[src/rtl/mult_arbiter.sv]
// Round-robin front end that lets NUM_REQ requesters share one pipelined multiplier.
// Each requester has at most one operation in flight and keeps its own response slot.
module mult_arbiter #(
  parameter int DATA_LEN     = 32,
  parameter int NUM_REQ      = 4,
  parameter int MULT_LATENCY = 3
) (
  input  logic                         clk,
  input  logic                         reset,
  input  logic [NUM_REQ-1:0]           req_valid,
  output logic [NUM_REQ-1:0]           req_ready,
  input  logic [NUM_REQ*DATA_LEN-1:0]  req_a,
  input  logic [NUM_REQ*DATA_LEN-1:0]  req_b,
  output logic [DATA_LEN-1:0]          mult_a,
  output logic [DATA_LEN-1:0]          mult_b,
  input  logic [DATA_LEN-1:0]          mult_result,
  output logic [NUM_REQ-1:0]           rsp_valid,
  output logic [NUM_REQ*DATA_LEN-1:0]  rsp_data,
  input  logic [NUM_REQ-1:0]           rsp_ready,
  output logic                         busy
);

  localparam int PTR_W = $clog2(NUM_REQ);

  logic [NUM_REQ-1:0]                 outstanding_q, outstanding_d;
  logic [NUM_REQ-1:0]                 rsp_valid_q, rsp_valid_d;
  logic [NUM_REQ-1:0]                 eligible, grant, rsp_fire;
  logic [PTR_W-1:0]                   ptr_q, ptr_d, grant_idx;
  logic                               grant_any;
  logic [DATA_LEN-1:0]                mult_a_q, mult_a_d, mult_b_q, mult_b_d;
  logic [NUM_REQ*DATA_LEN-1:0]        rsp_data_q, rsp_data_d;
  logic [MULT_LATENCY:0]              tag_valid_q, tag_valid_d;
  logic [MULT_LATENCY:0][PTR_W-1:0]   tag_idx_q, tag_idx_d;

  assign eligible = req_valid & ~outstanding_q;

  // Search starts at the pointer and wraps; nothing is granted while reset is high.
  always_comb begin
    int slot;
    grant     = '0;
    grant_idx = '0;
    grant_any = 1'b0;
    slot      = 0;
    for (int off = 0; off < NUM_REQ; off++) begin
      slot = int'(ptr_q) + off;
      if (slot >= NUM_REQ) slot = slot - NUM_REQ;
      if (!grant_any && !reset && eligible[PTR_W'(slot)]) begin
        grant[PTR_W'(slot)] = 1'b1;
        grant_idx           = PTR_W'(slot);
        grant_any           = 1'b1;
      end
    end
  end

  always_comb begin
    ptr_d    = ptr_q;
    mult_a_d = mult_a_q;
    mult_b_d = mult_b_q;
    if (grant_any) begin
      ptr_d = (grant_idx == PTR_W'(NUM_REQ - 1)) ? '0 : grant_idx + PTR_W'(1);
      for (int i = 0; i < NUM_REQ; i++) begin
        if (grant[i]) begin
          mult_a_d = req_a[i*DATA_LEN +: DATA_LEN];
          mult_b_d = req_b[i*DATA_LEN +: DATA_LEN];
        end
      end
    end
  end

  // Tag stage j is visible j+1 cycles after the handshake; the last stage lines up with mult_result.
  always_comb begin
    tag_valid_d    = '0;
    tag_idx_d      = '0;
    tag_valid_d[0] = grant_any;
    tag_idx_d[0]   = grant_idx;
    for (int j = 1; j <= MULT_LATENCY; j++) begin
      tag_valid_d[j] = tag_valid_q[j-1];
      tag_idx_d[j]   = tag_idx_q[j-1];
    end
  end

  always_comb begin
    rsp_fire      = rsp_valid_q & rsp_ready;
    outstanding_d = (outstanding_q | grant) & ~rsp_fire;
    rsp_valid_d   = rsp_valid_q & ~rsp_fire;
    rsp_data_d    = rsp_data_q;
    if (tag_valid_q[MULT_LATENCY]) begin
      for (int i = 0; i < NUM_REQ; i++) begin
        if (tag_idx_q[MULT_LATENCY] == PTR_W'(i)) begin
          rsp_valid_d[i]                         = 1'b1;
          rsp_data_d[i*DATA_LEN +: DATA_LEN]     = mult_result;
        end
      end
    end
  end

  always_ff @(posedge clk) begin
    if (reset) begin
      outstanding_q <= '0;
      rsp_valid_q   <= '0;
      rsp_data_q    <= '0;
      ptr_q         <= '0;
      mult_a_q      <= '0;
      mult_b_q      <= '0;
      tag_valid_q   <= '0;
      tag_idx_q     <= '0;
    end else begin
      outstanding_q <= outstanding_d;
      rsp_valid_q   <= rsp_valid_d;
      rsp_data_q    <= rsp_data_d;
      ptr_q         <= ptr_d;
      mult_a_q      <= mult_a_d;
      mult_b_q      <= mult_b_d;
      tag_valid_q   <= tag_valid_d;
      tag_idx_q     <= tag_idx_d;
    end
  end

  assign req_ready = grant;
  assign mult_a    = mult_a_q;
  assign mult_b    = mult_b_q;
  assign rsp_valid = rsp_valid_q;
  assign rsp_data  = rsp_data_q;
  assign busy      = |outstanding_q;

endmodule

[config.mk]
export PLATFORM = sky130hd
export DESIGN_NAME = mult_arbiter
export DESIGN_NICKNAME = d
export VERILOG_FILES = /design/src/rtl/mult_arbiter.sv
export SDC_FILE = /design/constraint.sdc
export NUM_CORES = 1
export LEC_CHECK = 0
export ABC_AREA = 1
export ABC_CLOCK_PERIOD_IN_PS = 8200
export BUFFER_PORTS_ARGS = -buffer_cell sky130_fd_sc_hd__buf_2
export CORE_AREA = 2 2 196 198
export CTS_BUF_LIST = sky130_fd_sc_hd__clkbuf_8
export CTS_CLUSTER_DIAMETER = 80
export DETAILED_ROUTE_END_ITERATION = 12
export DIE_AREA = 0 0 198 200
export MAX_ROUTING_LAYER = met4
export PLACE_DENSITY = 0.55
export SYNTH_ARGS = -nofsm -noshare
export SYNTH_HDL_FRONTEND = slang
export SYNTH_SLANG_ARGS = --single-unit
[constraint.sdc]
create_clock -name clk -period 8.2 [get_ports clk]
set_input_delay 0 -clock clk [delete_from_list [all_inputs] [get_ports clk]]
set_output_delay 0 -clock clk [all_outputs]
set_load 0.05 [all_outputs]
After elaboration in Yosys (flattened, before gate mapping)
Index checks and enable logic that the tools add are counted.
{"block": "word_totals", "register_bits": 214, "input_bits": 298, "output_inout_bits": 201, "elab_cells": 121}
{"block": "op_classes", "add_sub_neg": 8, "order_cmp": 12, "n_eq_ne": 4, "muxes": 50, "bitwise": 10, "n_reduce_logical": 23}
{"operator": "32-bit 2-to-1 mux", "n": 8}
{"operator": "1-bit 2-to-1 mux", "n": 20}
{"operator": "4-bit 2-to-1 mux", "n": 5}
{"operator": "2-bit 2-to-1 mux", "n": 9}
{"operator": "4-bit AND", "n": 4}
{"operator": "2-bit by 4-bit less-than comparator with 1-bit output, second input constant", "n": 4}
{"operator": "4-bit bitwise OR", "n": 4}
{"operator": "1-bit logical AND", "n": 11}
{"operator": "2-bit AND reduction", "n": 5}
{"operator": "3-bit >= comparator, second input constant", "n": 3}
{"operator": "1-bit binary-select mux with 2-bit select", "n": 4}
{"operator": "1-bit demux with 2-bit select", "n": 4}
{"operator": "2-bit by 1-bit >= comparator with 1-bit output, second input constant", "n": 4}
{"operator": "4-bit NOT", "n": 2}
{"operator": "2-bit by 1-bit subtractor with 2-bit output, second input constant", "n": 4}
{"operator": "2-bit by 2-bit adder with 3-bit output, second input constant", "n": 2}
{"operator": "2-bit == test, second input constant", "n": 3}
{"operator": "1-bit zero test", "n": 4}
{"operator": "4-bit nonzero test", "n": 1}
{"operator": "4-bit OR reduction", "n": 1}
{"operator": "2-bit by 1-bit adder with 3-bit output, second input constant", "n": 1}
{"operator": "2-bit by 3-bit >= comparator with 1-bit output, second input constant", "n": 1}
{"operator": "2-bit by 1-bit adder with 2-bit output, second input constant", "n": 1}
{"operator": "2-bit by 1-bit == test with 1-bit output, second input constant", "n": 1}
{"operator": "2-bit zero test", "n": 1}

Longest topological paths before layout
Gate-level depths: netlist of run 1.
{"block": "depth", "ltp_word": 23, "ltp_mapped": 17, "ltp_nobuf": 14}

Worst setup path before layout of run 1
No wires, ideal clock.
{"block": "synth_timing", "kind": "register to register", "startpoint": "register (tool-made name)", "endpoint": "register mult_a_q[0], in the netlist mult_a[0]", "setup_ns": 0.116, "arrival_ns": 2.826, "required_time_ns": 8.084, "path_slack_ns": 5.257, "path_stages_with_launch": 16, "synth_period_minus_slack_ns": 2.943, "cell_sequence": "dfxtp_1 inv_2 ha_1 clkbuf_2 inv_1 nand3_1 nand2_2 nand4_4 nor2_8 nand2_1 nand2_1 nor2_1 buf_4 buf_2 a21boi_2 a21oi_2"}
{"item": "end signal: assignment", "line_no": "112", "rtl": "mult_a_q <= mult_a_d;"}
{"item": "end: declaration", "line_no": "30", "rtl": "logic [DATA_LEN-1:0] mult_a_q, mult_a_d, mult_b_q, mult_b_d;"}

Worst setup path in the final report of run 1
{"block": "layout_timing", "startpoint": "register ptr_q[1]", "endpoint": "register mult_b_q[18], in the netlist mult_b[18]"}
{"block": "layout_via", "elab_chain_cells": 22}
{"item": "start: declaration", "line_no": "28", "rtl": "logic [PTR_W-1:0] ptr_q, ptr_d, grant_idx;"}
{"item": "start signal: assignment", "line_no": "111", "rtl": "ptr_q <= ptr_d;"}
{"item": "branches (longest 22 deep; another with 2-bit by 4-bit less-than comparator with 1-bit output)"}
{"item": "end signal: assignment", "line_no": "113", "rtl": "mult_b_q <= mult_b_d;"}
{"item": "end: declaration", "line_no": "30"}
Parallel ways; which one is timed is not known. The select of a mux whose other input is x is not followed.
A chain may end at the register's enable or synchronous reset.

==> run metrics, run 1 <==
status finished, final reports clean; vias in the first global route around 12000; Max Slew Vio Count 0; Final Total Pwr about 5.7 mW; DIE HEIGHT ~200 µm; post-route antenna net violation count 0; Worst path max stage delay about 0.58 ns; most common cell after layout, fill and taps aside buf_2; CP Capture Point mult_b[18]; Psw ~2.5 mW; core area 37400 µm²; met2 usage 35.86%; Fin Setup TNS 0 ns; Final Cycle Share about three fifths; Sink Count 214; layout cells sized above 1 28.53%; Worst R2R Path Depth 18; most frequent cells in the layout buf_2, nand2_1, dlygate4sd3_1; gr usage total between 20% and 30%; fin crit period 5.033 ns; worst r2r src ptr_q[1]; capturing point of the worst reg2reg path mult_b[18]; synth warn 0; Crit-path slowest cell dlygate4sd3_1; Synth Area per Inst 6.937 µm²; register area share after synthesis 38.72%; Syn Inst Count around 1600; I/O Buffers roughly 500; critical path arrival approximately 5.5 ns; largest net degree at the start of global routing 98; Final Hold Vio Count 0; clock power share approximately a fifth; drt pass-1 iters 5; Int Power between 3 and 4 mW; Max Clk Rate slightly below 200 MHz; MaxCap Viol Count 0; Setup WS post-layout roughly 3.2 ns; final wirelength 46070 µm; die area between 30000 and 40000 µm²; flops & latches, synth 214; XOR/XNOR Fraction of Synth Area less than 1%; post-synthesis mux area share 0%; Leakage approximately 8.5 nW; gp weighted congestion ~0.9; power per cell area 336.7 nW/µm²; met1 Use GR 26.50%; first-pass GRT wire length between 60000 and 70000 µm; logic gate share of total power 58.1%; Reg area between 4000 and 5000 µm²; Crit. End Element flop; Rows 71; Starting Density 29.58%; clk_lat worst skew 0.55 ns; CP max FO 66; GRT busiest layer met2; CTS H-tree lvls 2; crit path kind flop to flop; Root Buffer clkbuf_8; fraction of the mapped netlist area in adder cells less than 1%; fill cell count approximately 3900; Setup crit start kind flop; Worst Skew around 0.019 ns; Post-Syn Area ~11000 µm²; gr ovfl total 0; worst path required time a little under 9 ns; Syn Nets between 1500 and 2000; Switching Fraction 44.14%; RSZ-0062 raised after global routing false; Routed WL per cell 16.48 µm; Synth-to-Final Area Change 52.38%; antenna violations before repair 9; HPWL Detailed between 30000 and 40000 µm; critical path, cell by cell inv_1 -> ha_1 -> inv_1 -> nand3_1 -> nand3_1 -> nor2_2 -> nand2_1 -> nand2_1 -> nor2_4 -> nand2_2 -> buf_4 -> nand2_1 -> nand3_1 -> dlygate4sd3_1 -> nand2_1 -> dlygate4sd3_1 -> a21oi_2 -> dlygate4sd3_1; die width 198 µm; worst setup path start ptr_q[1]; largest family of logic cells by synthesized area simple AND/OR/NAND/NOR gates; Synth Area in Compound Gates between 10% and 20%; setup slack on the worst flop-to-flop path 3.17 ns; Post-route DRC 0; Clock Path Buffers 3; via/cell ratio between 4 and 5; Nets roughly 2600; Setup-failing EPs final 0; worst slew pin tran 0.9655 ns; Hold WC Path Type primary input to flop; I/O pins around 500; post-synthesis simple-gate area fraction 30.56%; CTS clk-pin slew, worst paths 0.06 ns; vias between 10000 and 15000; peak supply drop ~250 µV; number of library cell types mapped by synthesis 37; CTS Buf Count between 40 and 50; CTS tree yes; dpl ws 3.932 ns; Slew headroom 35.63%; area of the multi-input gates around 5700 µm²; met3 Usage GRT about 5.2%; Crit path top cell by count nand2_1; Flop pwr share roughly 23%; DRT iter0 DRCs approximately 770
[cell families (layout without fill, tap and decap cells)]
logic type	Yosys count	after routing
XOR/XNOR	1	1
buffers and inverters	263	943
flip-flops	214	214
other	0	10
adder cells (fa/ha/maj)	8	8
AO/OA/AOI/OAI	374	374
AND/OR/NAND/NOR	735	735
[critical path: cells and delay by family (launching register included)]
family                     cells  cell delay, ns
AOI/OAI and AO/OA              1            0.13
adders and majority gates      1            0.53
buffers and inverters          6            2.65
DFF                            1            0.53
and+or+nand+nor               10            1.10
[layer usage]
layer | vias up | wire length, µm
li1 | 6535 | -
met1 | 6169 | 19320
met2 | 471 | 22080
met3 | 95 | 3056
met4 | 0 | 1609
met5 | - | 0
[flip-flops by register name, indices dropped and copies added (netlist names), named ones only]
name,count
mult_b,32
mult_a,32
tag_valid_q,4
tag_idx_q,2
outstanding_q,4
ptr_q,1
rsp_data,128
rsp_valid,4
tag_idx_d,6
[cell type report]
type | count | share of cell area, %
clock inverter | 19 | 0.7347
multi-input combinational | 1118 | 33.91
clock buffer | 55 | 4.490
antenna | 10 | 0.1484
inverter | 135 | 3.020
tap | 511 | 3.792
timing repair buffer | 734 | 28.50
sequential | 214 | 25.41
[power by group through the flow]
stage	logic [mW]	registers [mW]	clock network [mW]
final	3.30	1.28	1.11
after global routing	3.57	1.29	1.20
after CTS	3.26	1.27	1.14
after detailed placement	2.66	1.29	0
after global placement	2.62	1.29	0
after floorplan	1.68	1.70	0
[timing repair]
item | CTS | global route
setup buffers | 0 | 0
hold endpoints to repair | 200 | 0
hold buffers | 216 | 0
gates resized for setup | 0 | 0
[worst min-delay path by stage]
stage / from / end / slack (ns) / cells past startpoint
after floorplan: mult_result[0] / rsp_data[0] / 0.13 / 2
after global placement: rsp_ready[3] / rsp_valid[3] / 0.27 / 4
after detailed placement: rsp_ready[3] / rsp_valid[3] / 0.27 / 4
after CTS: reset / tag_valid_q[2] / 0.03 / 3
after global routing: reset / tag_idx_q[7] / 0.07 / 3
final: reset / tag_valid_q[3] / 0.06 / 3
[cells in the mapped netlist, drive strengths merged]
library cell	number	area share, %
a21boi	64	5.0
a21oi	203	9.9
and3	1	0.057
buf	67	3.3
clkbuf	61	2.1
clkinv	1	0.034
dfxtp	214	39
ha	8	0.90
inv	134	4.5
nand2	317	11
nand3	194	9.2
nand3b	64	4.3
nand4	2	0.25
nor2	150	5.4
nor3	6	0.32
o21ai	106	4.8
o22ai	1	0.057
or2	1	0.057
xor2	1	0.079
[metrics by stage]
step | instances | instance area (µm²) | utilization [%] | hold slack [ns]
after floorplan | 1595 | 11060 | - | 0.1349
after global placement | 2496 | 13790 | 36.88 | 0.2693
after detailed placement | 2496 | 13790 | 36.88 | 0.2734
after CTS | 2786 | 16830 | 45.01 | 0.02771
after global routing | 2795 | 16860 | 45.07 | 0.06949
final | 2796 | 16860 | 45.08 | 0.06461
Note: power is estimated with default switching activity, not from simulation.
==> run 2: changes to the inputs <==
==> config.mk (replaced) <==
export PLATFORM = sky130hd
export DESIGN_NAME = mult_arbiter
export DESIGN_NICKNAME = d
export VERILOG_FILES = /design/src/rtl/mult_arbiter.sv
export SDC_FILE = /design/constraint.sdc
export NUM_CORES = 1
export LEC_CHECK = 0
export ABC_AREA = 1
export ABC_CLOCK_PERIOD_IN_PS = 4450
export BUFFER_PORTS_ARGS = -buffer_cell sky130_fd_sc_hd__buf_2
export CORE_AREA = 2 2 193 195
export CTS_BUF_LIST = sky130_fd_sc_hd__clkbuf_8
export CTS_CLUSTER_DIAMETER = 80
export DETAILED_ROUTE_END_ITERATION = 12
export DIE_AREA = 0 0 195 197
export MAX_ROUTING_LAYER = met4
export PLACE_DENSITY = 0.58
export SYNTH_ARGS = -nofsm -noshare
export SYNTH_HDL_FRONTEND = slang
export SYNTH_SLANG_ARGS = --single-unit
==> constraint.sdc (replaced) <==
create_clock -name clk -period 4.45 [get_ports clk]
set_input_delay 0 -clock clk [delete_from_list [all_inputs] [get_ports clk]]
set_output_delay 0 -clock clk [all_outputs]
set_load 0.05 [all_outputs]
==> run metrics, run 2 (synthesis results as in run 1) <==
status finished, final reports clean; gr ovfl total 0 (unchanged); Clock Path Buffers 3 (unchanged); most frequent cells in the layout buf_2, nand2_1, dfxtp_1; I/O Buffers 498 (unchanged); I/O pins 499 (unchanged); Post-route DRC 0 (unchanged); fin crit period 4.203 ns (-0.8304 ns); met3 WL 3463 µm (+13%); final wirelength 47520 µm (+3.2%); HPWL Detailed 32510 µm (+3.4%); die width 195 µm (-1.5%); die area 38420 µm² (-3.0%); antenna violations before repair 8 (-1); Sink Count 214 (unchanged); first-pass GRT wire length 71160 µm (+5.7%); hold slack 0.04314 ns (-0.02147 ns); worst slew pin tran 1.057 ns (+0.09138 ns); Routed WL per cell 17.26 µm (+4.8%); Crit. End Element flop; power per cell area 607.7 nW/µm² (+80%); capturing point of the worst reg2reg path mult_b[18]; area post-placement 13850 µm² (+0.44%); Setup crit start kind flop; peak supply drop 314.0 µV (+25%); CP Capture Point mult_b[18]; critical path, cell by cell inv_2 -> ha_1 -> inv_1 -> nand3_1 -> nand2_2 -> nand4_4 -> nor2_8 -> nand3_1 -> nand2_2 -> buf_4 -> a21oi_1 -> nand2_1 -> a21oi_2 -> dlygate4sd3_1; Nets 2558 (+0.27%); Final Cycle Share 94.45% (+33 points); Hold WC Path Type primary input to flop; Slew headroom 29.46% (-6.2 points); Max Clk Rate 237.9 MHz (+20%); gp weighted congestion 0.9583 (+9.6%); Cells after DPL 2460 (-1.4%); Starting Density 30.51% (+0.93 points); area of the multi-input gates 5717 µm² (unchanged); DRT iter0 DRCs 774 (+1.2%); Rows 70 (-1.4%); crit path kind flop to flop; post-route antenna net violation count 0 (unchanged); CP max FO 66 (unchanged); Crit-path slowest cell buf_4; Setup WS post-layout 0.2472 ns (-2.920 ns); MaxCap Viol Count 0 (unchanged); Worst path max stage delay 0.64 ns (+0.06 ns); fin cells 2753 (-1.5%); DR top layer met4; Synth-to-Final Area Change 52.65%; gr usage total 23.91% (+1.8 points); DIE HEIGHT 197 µm (-1.5%); Reg area 4284 µm² (unchanged); worst path required time 4.89 ns (-3.79 ns); CTS H-tree lvls 2 (unchanged); core area 36260 µm² (-3.0%); Final Hold Vio Count 0 (unchanged); vias 13530 (+1.9%); CTS Buf Count 42 (unchanged); CTS tree yes; RSZ-0062 raised after global routing true; Max Slew Vio Count 0 (unchanged); delay-heaviest family, CP buffers and inverters; M1 wire length 19420 µm (+0.51%); Fin Setup TNS 0 ns (unchanged); drt pass-1 iters 6 (+1); Setup-failing EPs final 0 (unchanged); dpl ws 0.8052 ns (-3.127 ns); most common cell after layout, fill and taps aside buf_2; critical path arrival 4.64 ns (-0.87 ns); max FFs per register 128 (unchanged); layout cells sized above 1 28.94% (+0.41 points); Worst R2R Path Depth 14 (-4); met2 WL post-DR 22730 µm (+2.9%); fill cell count 3701 (-4.2%); CTS clk-pin slew, worst paths 0.06 ns (about the same); Leakage 8.491 nW (-0.59%); Worst Skew 0.02522 ns (+0.006698 ns); via/cell ratio 4.914 (+3.5%); clk_lat worst skew 0.55 ns (about the same); fin area 16890 µm² (+0.18%); Crit path depth 14 (-4); setup slack on the worst flop-to-flop path 0.25 ns (-2.92 ns); largest net degree at the start of global routing 116 (+18%); Root Buffer clkbuf_8; vias in the first global route 12600 (+3.6%); WP buf/inv 4 (-2)
## run 2: worst min-delay path by stage
| stage | start | end | slack, ns | cells after the start |
|---|---|---|---|---|
| finish | reset | mult_b[2] | 0.04 | 4 |
| global route | reset | mult_a[30] | 0.06 | 4 |
| CTS | reset | mult_b[9] | 0.02 | 4 |
| detailed placement | rsp_ready[0] | rsp_valid[0] | 0.28 | 4 |
| global placement | rsp_ready[3] | rsp_valid[3] | 0.27 | 4 |
| floorplan | mult_result[0] | rsp_data[0] | 0.13 | 2 |
## run 2: final cells by class
| class | instances | area share, % |
|---|---|---|
| multi-input combinational | 1118 | 33.85 |
| timing repair buffer | 741 | 29.19 |
| sequential | 214 | 25.36 |
| clock buffer | 50 | 4.074 |
| tap | 468 | 3.467 |
| inverter | 135 | 3.015 |
| clock inverter | 19 | 0.9260 |
| antenna | 8 | 0.1185 |
## run 2: metrics by stage
stage	util, %	power [mW]
2_1_floorplan	-	6.220
4_1_cts	46.39	10.23
3_3_place_gp	38.21	7.376
3_5_place_dp	38.21	7.459
6_report	46.58	10.26
5_1_grt	46.58	10.98
## run 2: where the power goes
part           switching, mW  internal (mW)  total [mW]
Clock                  0.895           1.14        2.03
Combinational           3.61           2.28        5.88
Sequential             0.139           2.21        2.35
## run 2: timing repair
action                                  CTS  global route
endpoints found under the setup margin    0            15
hold endpoints to repair                200             0
hold buffers                            212             0
gates resized for setup                   0             2
setup buffers                             0             4
## run 2: worst min-delay path, delay by kind of cell
family                 cells  cell delay (ns)
AO/OA/AOI/OAI              1             0.03
buffers and inverters      2             0.31
AND/OR/NAND/NOR            1             0.16
## run 2: per-layer routing
layer,up-vias,global-route usage [%]
li1,6547,-
met4,0,9.500
met2,537,38.47
met3,141,5.116
met1,6302,29.29
met5,-,-
==> run 3: changes to the inputs <==
--- a/config.mk
+++ b/config.mk
@@ -8,13 +8,13 @@
 export ABC_AREA = 1
 export ABC_CLOCK_PERIOD_IN_PS = 4450
 export BUFFER_PORTS_ARGS = -buffer_cell sky130_fd_sc_hd__buf_2
-export CORE_AREA = 2 2 193 195
+export CORE_AREA = 5 5 190 192
 export CTS_BUF_LIST = sky130_fd_sc_hd__clkbuf_8
 export CTS_CLUSTER_DIAMETER = 80
 export DETAILED_ROUTE_END_ITERATION = 12
 export DIE_AREA = 0 0 195 197
 export MAX_ROUTING_LAYER = met4
-export PLACE_DENSITY = 0.58
+export PLACE_DENSITY = 0.61
 export SYNTH_ARGS = -nofsm -noshare
 export SYNTH_HDL_FRONTEND = slang
 export SYNTH_SLANG_ARGS = --single-unit
==> run metrics, run 3 (synthesis results as in run 1) <==
worst slew pin tran 1.205 ns (+0.1482 ns); most frequent cells in the layout buf_2, nand2_1, dlygate4sd3_1; Starting Density 32.35% (+1.8 points); Setup-failing EPs final 0 (unchanged); Fin Setup TNS 0 ns (unchanged); Sink Count 214 (unchanged); via/cell ratio 4.972 (+1.2%); Rows 68 (-2.9%); Final Hold Vio Count 0 (unchanged); Max Clk Rate 241.2 MHz (+1.4%); Post-route DRC 0 (unchanged); largest net degree at the start of global routing 129 (+11%); Psw 4.644 mW (+0.10%); layout cells sized above 1 28.64% (-0.30 points); critical path arrival 4.55 ns (-0.09 ns); Leakage 8.528 nW (+0.43%); first-pass GRT wire length 72930 µm (+2.5%); fin area 16920 µm² (+0.18%); CTS clk-pin slew, worst paths 0.06 ns (about the same); RSZ-0062 raised after global routing false; gp weighted congestion 0.9601 (+0.19%); gr usage total 23.59% (-0.32 points); Nets 2558 (unchanged); peak supply drop 384.4 µV (+22%); most common cell after layout, fill and taps aside buf_2; Worst Skew 0.02867 ns (+0.003450 ns); HPWL Detailed 33000 µm (+1.5%); CTS tree yes; Crit. End Element flop; worst setup path start ptr_q[1]; Final Cycle Share 93.17% (-1.3 points); clock power share 19.0% (-0.8 points); Cells after DPL 2442 (-0.73%); status finished, final reports clean; I/O Buffers 498 (unchanged); max FFs per register 128 (unchanged); vias 13640 (+0.82%); I/O pins 499 (unchanged); Flop pwr share 23.0% (about the same); CP max FO 80 (+21%); fin crit period 4.146 ns (-0.05673 ns); die area 38420 µm² (unchanged); Hold WC Path Type primary input to flop; fill cell count 3411 (-7.8%); Hold Startpoint req_valid[1]; post-route antenna net violation count 0 (unchanged); core area 34200 µm² (-5.7%); antenna violations before repair 8 (unchanged); DRT iter0 DRCs 946 (+22%); drt pass-1 iters 8 (+2); Synth-to-Final Area Change 52.92%; gr ovfl total 0 (unchanged); Clock Path Buffers 3 (unchanged); Setup crit start kind flop; vias in the first global route 13150 (+4.4%); worst path required time 4.85 ns (-0.04 ns); Root Buffer clkbuf_8; Routed WL per cell 17.47 µm (+1.2%); Switching Fraction 45.27% (+0.071 points); CTS Buf Count 40 (-4.8%); post-CTS setup buffers 0 (unchanged); power per cell area 606.3 nW/µm² (-0.23%); Slew headroom 19.66% (-9.8 points); Max Slew Vio Count 0 (unchanged); CTS H-tree lvls 2 (unchanged); worst r2r src ptr_q[1]; fin cells 2743 (-0.36%); Final Total Pwr 10.26 mW (about the same); DIE HEIGHT 197 µm (unchanged); area post-placement 13810 µm² (-0.30%); crit path kind flop to flop; logic gate share of total power 58.0% (+0.7 points); Int Power 5.614 mW (-0.18%); final wirelength 47930 µm (+0.86%); die width 195 µm (unchanged); clk_lat worst skew 0.55 ns (about the same); MaxCap Viol Count 0 (unchanged)
[run 3: repair_timing]
item,4_1_cts,5_1_grt
hold buffers,223,0
hold endpoints to repair,200,0
resized for setup,0,8
setup endpoints to repair,0,32
[run 3: worst max-delay path: stages, from the launching register on]
cell and delay (ns):
dfxtp_2 0.38, inv_1 0.25, ha_2 0.41, inv_1 0.15, nand3_1 0.16, nand2_2 0.13, nand4_4 0.12, nor2_8 0.22
nand3_4 0.19, nand2_8 0.27, buf_16 0.30, a21oi_1 0.08, nand2_1 0.09, dlygate4sd3_1 0.57, a21oi_2 0.06, dlygate4sd3_1 0.56
[run 3: layer usage]
layer / track usage, % / routed length (µm)
met4: 7.784 / 1580
met1: 28.85 / 19490
met2: 39.05 / 23350
met5: - / 0
met3: 4.957 / 3514
[run 3: through the flow]
| step | utilization [%] | hold WS (ns) | setup WS [ns] |
|---|---|---|---|
| 2_1_floorplan | - | 0.1349 | 1.507 |
| 3_3_place_gp | 40.38 | 0.2676 | 0.9992 |
| 3_5_place_dp | 40.38 | 0.2749 | 0.8424 |
| 4_1_cts | 49.31 | 0.1751 | 0.01346 |
| 5_1_grt | 49.47 | 0.2449 | 0.01106 |
| 6_report | 49.47 | 0.2329 | 0.3039 |
[run 3: final timing paths]
kind / to / slack (ns) / depth (start not counted)
worst max register to register: mult_b[22] / 0.30 / 15
worst min-delay path: tag_idx_d[2] / 0.23 / 7
worst max-delay path: mult_b[22] / 0.30 / 15
worst min register to register: tag_idx_q[7] / 0.38 / 2
[run 3: area by class of cell]
class                      instances  area (µm²)  share of cell area [%]
tap                              455       569.3                   3.365
clock buffer                      49       674.4                   3.986
sequential                       214        4287                   25.33
timing repair buffer             743        4980                   29.43
antenna                            8       20.02                  0.1183
clock inverter                    21       147.6                  0.8726
multi-input combinational       1118        5733                   33.88
inverter                         135       509.2                   3.010
[run 3: power groups by stage]
| stage | combinational [mW] | sequential, mW | clock, mW |
|---|---|---|---|
| finish | 5.95 | 2.36 | 1.95 |
| global route | 6.43 | 2.38 | 2.10 |
| CTS | 5.86 | 2.35 | 2.01 |
| detailed placement | 5.01 | 2.39 | 0 |
| global placement | 4.95 | 2.38 | 0 |
| floorplan | 3.09 | 3.13 | 0 |
